File: src/rtl/mic3_receiver.sv
// Pmod MIC3 (ADCS7476) receiver: periodic SPI conversions at a fixed rate,
// 16-bit frame capture, offset-binary and two's-complement 12-bit samples.
module mic3_receiver #(
    parameter int CLK_DIV       = 13,
    parameter int SAMPLE_PERIOD = 1000
) (
    input  logic        clk,
    input  logic        reset,
    input  logic        enable,
    input  logic        mic_miso,
    output logic        mic_sclk,
    output logic        mic_cs_n,
    output logic [11:0] sample,
    output logic [11:0] pcm,
    output logic        sample_valid,
    output logic        frame_err
);

    localparam int PW = $clog2(SAMPLE_PERIOD);
    localparam int HW = $clog2(CLK_DIV);

    typedef enum logic [1:0] {
        IDLE,
        CONV,
        DONE
    } state_t;

    state_t        state_q, state_d;
    logic          sync1_q, sync2_q;
    logic [PW-1:0] per_q, per_d;
    logic [HW-1:0] half_q, half_d;
    logic [4:0]    edges_q, edges_d;
    logic [15:0]   shift_q, shift_d;
    logic          sclk_q, sclk_d;
    logic          cs_n_q, cs_n_d;
    logic [11:0]   sample_q, sample_d;
    logic [11:0]   pcm_q, pcm_d;
    logic          valid_q, valid_d;
    logic          err_q, err_d;
    logic          start;

    assign start = (per_q == '0) && enable && (state_q == IDLE);

    // Free-running sample-period counter, independent of enable
    always_comb begin
        per_d = per_q + 1'b1;
        if (per_q == PW'(SAMPLE_PERIOD - 1)) begin
            per_d = '0;
        end
    end

    // Conversion sequencing: SCLK generation, edge counting, MISO shifting
    always_comb begin
        state_d = state_q;
        half_d  = half_q;
        edges_d = edges_q;
        shift_d = shift_q;
        sclk_d  = 1'b1;
        unique case (state_q)
            IDLE: begin
                half_d  = '0;
                edges_d = '0;
                if (start) begin
                    state_d = CONV;
                end
            end
            CONV: begin
                sclk_d = sclk_q;
                if (half_q == HW'(CLK_DIV - 1)) begin
                    half_d = '0;
                    sclk_d = ~sclk_q;
                    if (!sclk_q) begin
                        shift_d = {shift_q[14:0], sync2_q};
                        edges_d = edges_q + 5'd1;
                        if (edges_q == 5'd15) begin
                            state_d = DONE;
                        end
                    end
                end else begin
                    half_d = half_q + 1'b1;
                end
            end
            DONE: begin
                state_d = IDLE;
            end
            default: begin
                state_d = IDLE;
            end
        endcase
    end

    // Registered outputs looked ahead from the next state
    always_comb begin
        cs_n_d   = (state_d != CONV);
        valid_d  = (state_d == DONE);
        sample_d = sample_q;
        pcm_d    = pcm_q;
        err_d    = err_q;
        if (valid_d) begin
            sample_d = shift_d[11:0];
            pcm_d    = {~shift_d[11], shift_d[10:0]};
            err_d    = |shift_d[15:12];
        end
    end

    // State, counters, synchronizer and output registers
    always_ff @(posedge clk or negedge reset) begin
        if (!reset) begin
            state_q  <= IDLE;
            sync1_q  <= 1'b0;
            sync2_q  <= 1'b0;
            per_q    <= '0;
            half_q   <= '0;
            edges_q  <= '0;
            shift_q  <= '0;
            sclk_q   <= 1'b1;
            cs_n_q   <= 1'b1;
            sample_q <= '0;
            pcm_q    <= 12'h800;
            valid_q  <= 1'b0;
            err_q    <= 1'b0;
        end else begin
            state_q  <= state_d;
            sync1_q  <= mic_miso;
            sync2_q  <= sync1_q;
            per_q    <= per_d;
            half_q   <= half_d;
            edges_q  <= edges_d;
            shift_q  <= shift_d;
            sclk_q   <= sclk_d;
            cs_n_q   <= cs_n_d;
            sample_q <= sample_d;
            pcm_q    <= pcm_d;
            valid_q  <= valid_d;
            err_q    <= err_d;
        end
    end

    assign mic_sclk     = sclk_q;
    assign mic_cs_n     = cs_n_q;
    assign sample       = sample_q;
    assign pcm          = pcm_q;
    assign sample_valid = valid_q;
    assign frame_err    = err_q;

endmodule

File: config.mk
export PLATFORM = sky130hd
export DESIGN_NAME = mic3_receiver
export DESIGN_NICKNAME = d
export VERILOG_FILES = /design/src/rtl/mic3_receiver.sv
export SDC_FILE = /design/constraint.sdc
export NUM_CORES = 1
export LEC_CHECK = 0
export CORE_MARGIN = 4
export CORE_UTILIZATION = 50
export DETAILED_ROUTE_END_ITERATION = 8
export DONT_BUFFER_PORTS = 1
export SYNTH_ARGS = -nofsm -noshare
export SYNTH_HDL_FRONTEND = slang
export SYNTH_SLANG_ARGS = --single-unit
export TNS_END_PERCENT = 10
File: constraint.sdc
create_clock -name clk -period 2.2 [get_ports clk]
set_clock_uncertainty 0.1 [all_clocks]
set_input_delay 0.22 -clock clk [delete_from_list [all_inputs] [get_ports clk]]
set_output_delay 0.22 -clock clk [all_outputs]
set_load 0.005 [all_outputs]
==> flow_results.xml <==
<?xml version="1.0" encoding="UTF-8"?>
<metrics>
  <group name="run_status">
    <metric name="outcome" unit="">finished, final reports clean</metric>
  </group>
  <group name="clocking">
    <metric name="postCtsSetupBuffers" unit="">0</metric>
    <metric name="tritoncts_buffers" unit="">5</metric>
    <metric name="clock_latency" unit="ns">0.31</metric>
    <metric name="post_cts_resized" unit="">0</metric>
    <metric name="tritoncts" unit="">built</metric>
    <metric name="clock_transition_at_the_registers_of_the_reported_paths" unit="ns">0.09</metric>
    <metric name="clockBufferDepth" unit="">2</metric>
    <metric name="htree_levels" unit="">2</metric>
    <metric name="cts-hold-fix-buffers" unit="">3</metric>
    <metric name="cts_num_sinks" unit="">55</metric>
    <metric name="clk_root_buffer_cell" unit="">sky130_fd_sc_hd__clkbuf_8</metric>
  </group>
  <group name="worst_setup_path">
    <metric name="cp-endpoint" unit="">sample[0]</metric>
    <metric name="timing.critical_path.max_delay_family" unit="">simple AND/OR/NAND/NOR gates</metric>
    <metric name="worst-path-buf-inv" unit="">1</metric>
    <metric name="critical_path.endpoint_type" unit="">register</metric>
    <metric name="timing.critical_path.fanout_max" unit="">15</metric>
    <metric name="worst_path_cell_chain" unit="">inv_1 &gt; ha_1 &gt; and3_2 &gt; nand3b_4 &gt; nor2_8 &gt; mux2_2</metric>
    <metric name="timing.critical_path.from_type" unit="">register</metric>
    <metric name="worst_setup_path_startpoint" unit="">half_q[0]</metric>
    <metric name="rrSetupSlack" unit="ns">0.17</metric>
    <metric name="worstReg2RegEnd" unit="">sample[0]</metric>
    <metric name="cp_num_cells" unit="">6</metric>
    <metric name="crit_path_top_delay_cell" unit="">sky130_fd_sc_hd__dfrtp_1</metric>
    <metric name="worst-endpoint-arrival" unit="ns">2.13</metric>
    <metric name="critPathMaxStageDelay" unit="ns">0.43</metric>
    <metric name="classification_of_the_worst_setup_path" unit="">reg -&gt; reg</metric>
    <metric name="critical_path_required" unit="ns">2.30</metric>
    <metric name="crit-reg2reg-launch" unit="">half_q[0]</metric>
    <metric name="worstRegToRegCells" unit="">6</metric>
  </group>
  <group name="power_and_ir_drop">
    <metric name="power_switching" unit="uW">345</metric>
    <metric name="fin_total_pwr" unit="mW">1.71</metric>
    <metric name="pwr-share-clk" unit="%">38.9</metric>
    <metric name="max-vdd-ir-drop" unit="mV">0.325</metric>
    <metric name="power_frac_comb" unit="%">1.7</metric>
    <metric name="share_of_total_power_in_sequential_cells" unit="%">59.3</metric>
    <metric name="sw_frac_of_total" unit="%">20.1</metric>
    <metric name="power_density" unit="mW/mm^2">646</metric>
    <metric name="intPower" unit="mW">1.37</metric>
    <metric name="power.leakage" unit="nW">1.26</metric>
  </group>
  <group name="cells_and_area">
    <metric name="drive_above_1_share" unit="%">23.7</metric>
    <metric name="finalCoreUtilization" unit="%">55.4</metric>
    <metric name="finish.cell_count_without_fillers" unit="">265</metric>
    <metric name="layout.nets" unit="">207</metric>
    <metric name="layout-area-overhead-vs-synth" unit="%">5.95</metric>
    <metric name="design_area" unit="mm^2">0.00265</metric>
    <metric name="number_of_antenna_repair_diodes" unit="">0</metric>
  </group>
  <group name="synthesis">
    <metric name="syn_nets" unit="">209</metric>
    <metric name="dominant_synthesized_flop_cell" unit="">sky130_fd_sc_hd__dfrtp_1</metric>
    <metric name="synthCells" unit="">199</metric>
    <metric name="synth-seq-cells" unit="">55</metric>
    <metric name="yosysWarningCount" unit="">0</metric>
    <metric name="yosysUniqueCellTypes" unit="">41</metric>
    <metric name="mappedNetlistArea" unit="mm^2">0.00250</metric>
    <metric name="avgSynthCellArea" unit="um^2">12.6</metric>
    <metric name="post_synthesis_sequential_area_ratio" unit="%">55.2</metric>
    <metric name="synth_async_sr_flop_share" unit="%">100</metric>
    <metric name="synth_edf_count" unit="">0</metric>
  </group>
  <group name="die">
    <metric name="die_width" unit="um">78.7</metric>
    <metric name="floorplan.core_area" unit="mm^2">0.00479</metric>
    <metric name="initial_core_util" unit="%">52.3</metric>
    <metric name="ios" unit="">32</metric>
    <metric name="rows" unit="">25</metric>
    <metric name="dieArea" unit="mm^2">0.00620</metric>
    <metric name="die_height" unit="um">78.7</metric>
  </group>
  <group name="global_routing">
    <metric name="first_global_vias" unit="">1470</metric>
    <metric name="grt_max_degree" unit="">56</metric>
    <metric name="grt_pass1_wl" unit="um">7040</metric>
    <metric name="track_usage" unit="%">14.6</metric>
    <metric name="grt_antenna_before_repair" unit="">0</metric>
    <metric name="grt_overflow_total" unit="">0</metric>
  </group>
  <group name="timing">
    <metric name="drv_slew" unit="">0</metric>
    <metric name="layout_worst_path_cycle_share" unit="%">92.3</metric>
    <metric name="rsz0062_at_grt" unit="">false</metric>
    <metric name="setup_violations" unit="">0</metric>
    <metric name="final.setup.tns" unit="ns">0</metric>
    <metric name="fmax" unit="MHz">493</metric>
    <metric name="fin_ws" unit="ns">0.170</metric>
    <metric name="period_minus_slack" unit="ns">2.03</metric>
    <metric name="max-slew-margin-rel" unit="%">66.3</metric>
    <metric name="timing.final.hold_violations" unit="">0</metric>
    <metric name="tightestPinTransition" unit="ns">0.493</metric>
    <metric name="fin_hold_ws" unit="ns">0.245</metric>
  </group>
  <group name="route">
    <metric name="detail-route-antenna-nets" unit="">0</metric>
    <metric name="post_route_drc" unit="">0</metric>
    <metric name="route.detailed.vias_per_inst" unit="">5.30</metric>
    <metric name="route.vias.total" unit="">1405</metric>
    <metric name="finalWirelength" unit="um">3930</metric>
    <metric name="wire_per_inst" unit="um">14.8</metric>
    <metric name="dr.pass1.iters" unit="">4</metric>
    <metric name="drtIter0Drc" unit="">61</metric>
  </group>
  <group name="placed_design">
    <metric name="pre_cts_ws" unit="ns">0.177</metric>
    <metric name="place_area" unit="mm^2">0.00249</metric>
    <metric name="placedCellCount" unit="">254</metric>
    <metric name="place.port_buffers" unit="">0</metric>
    <metric name="hpwlAfterDp" unit="um">2700</metric>
    <metric name="last_weighted_congestion_value_of_the_routability_driven_placer" unit="">0.783</metric>
  </group>
  <group name="job">
    <metric name="max-cap-violations" unit="">0</metric>
  </group>
  <group name="hold_path">
    <metric name="min_path_type" unit="">in -&gt; reg</metric>
  </group>
</metrics>
## cell usage in the layout (no fill, tap or decap), types with 2 or more instances in the layout
cell                            count
sky130_fd_sc_hd__a21oi_1            3
sky130_fd_sc_hd__a22o_1             4
sky130_fd_sc_hd__buf_4              4
sky130_fd_sc_hd__clkbuf_8           5
sky130_fd_sc_hd__dfrtp_1           52
sky130_fd_sc_hd__dfstp_2            3
sky130_fd_sc_hd__dlygate4sd3_1      2
sky130_fd_sc_hd__ha_1               6
sky130_fd_sc_hd__inv_1             11
sky130_fd_sc_hd__mux2_2            20
sky130_fd_sc_hd__mux2_4             7
sky130_fd_sc_hd__mux2i_1            3
sky130_fd_sc_hd__nand2_1           14
sky130_fd_sc_hd__nand3_1            7
sky130_fd_sc_hd__nand4_1            2
sky130_fd_sc_hd__nor2_1            11
sky130_fd_sc_hd__nor2b_1            2
sky130_fd_sc_hd__nor3_1             3
sky130_fd_sc_hd__o21ai_0            4
sky130_fd_sc_hd__o311ai_0           3
sky130_fd_sc_hd__or3_1              3
sky130_fd_sc_hd__xnor2_1            6
sky130_fd_sc_hd__xor2_1             2
## sequential cells by signal (all words and copies together), names as in the netlist, 2 cells and up
signal,cells
half_q,4
sample,12
shift_q,15
state_q,2
per_q,10
edges_q,5
## how the worst min path moves through the flow
stage | start | endpoint | slack (ns) | depth (start not counted)
finish | enable | state_q[0] | 0.24 | 4
global route | enable | state_q[0] | 0.28 | 4
CTS | enable | state_q[0] | 0.24 | 4
detailed placement | reset | edges_q[4] | -0.17 | 0
global placement | reset | half_q[3] | -0.17 | 0
floorplan | reset | edges_q[0] | -0.18 | 0
## final cells by class
| class | count | area [um^2] |
|---|---|---|
| Sequential cell | 55 | 1380 |
| Tap cell | 67 | 83.8 |
| Inverter | 11 | 41.3 |
| Clock inverter | 2 | 38.8 |
| Multi-Input combinational cell | 117 | 956 |
| Timing Repair Buffer | 7 | 77.6 |
| Fill cell | 411 | 2140 |
| Clock buffer | 6 | 72.6 |
## cells in the mapped netlist, drive strengths merged (4+ instances only)
cell type | instances | area, um^2
dfrtp | 52 | 1300
mux2 | 27 | 330
buf | 14 | 116
nand2 | 14 | 52.6
nor2 | 13 | 72.6
inv | 11 | 41.3
nand3 | 7 | 35.0
ha | 6 | 75.1
xnor2 | 6 | 52.6
a22o | 4 | 35.0
o21ai | 4 | 20.0
## routing by layer
metal  vias up  GRT usage (%)  wire [um]
met5         -              0          0
met4         0           4.72         38
met3         5           4.65        162
met2        22           24.4       1980
met1       702           18.0       1750
li1        676              -          -
## power groups by stage
stage               Sequential [mW]  Combinational (mW)  Clock [mW]
floorplan                      1.04             0.00239           0
global placement               1.04             0.00263           0
detailed placement             1.04             0.00292           0
CTS                            1.02              0.0317       0.695
global route                   1.02              0.0356       0.734
finish                         1.02              0.0295       0.667
## worst register-to-register path, stage by stage, from the launching register on
cell                       delay (ns)
sky130_fd_sc_hd__dfrtp_1         0.43
sky130_fd_sc_hd__inv_1           0.07
sky130_fd_sc_hd__ha_1            0.23
sky130_fd_sc_hd__and3_2          0.27
sky130_fd_sc_hd__nand3b_4        0.13
sky130_fd_sc_hd__nor2_8          0.30
sky130_fd_sc_hd__mux2_2          0.39
## cell families (layout without fill, tap and decap cells)
kind of cell               after synthesis  count (layout)  synth area share [%]
buffers and inverters                   27              26                  6.60
xor gates and xnor gates                 8               8                  2.80
and+or+nand+nor                         55              55                  12.9
muxes                                   30              30                  14.4
adders and majority gates                6               6                  3.00
DFF                                     55              55                  55.2
AOI/OAI and AO/OA                       18              18                  5.10
(Power assumes the default switching activity.)
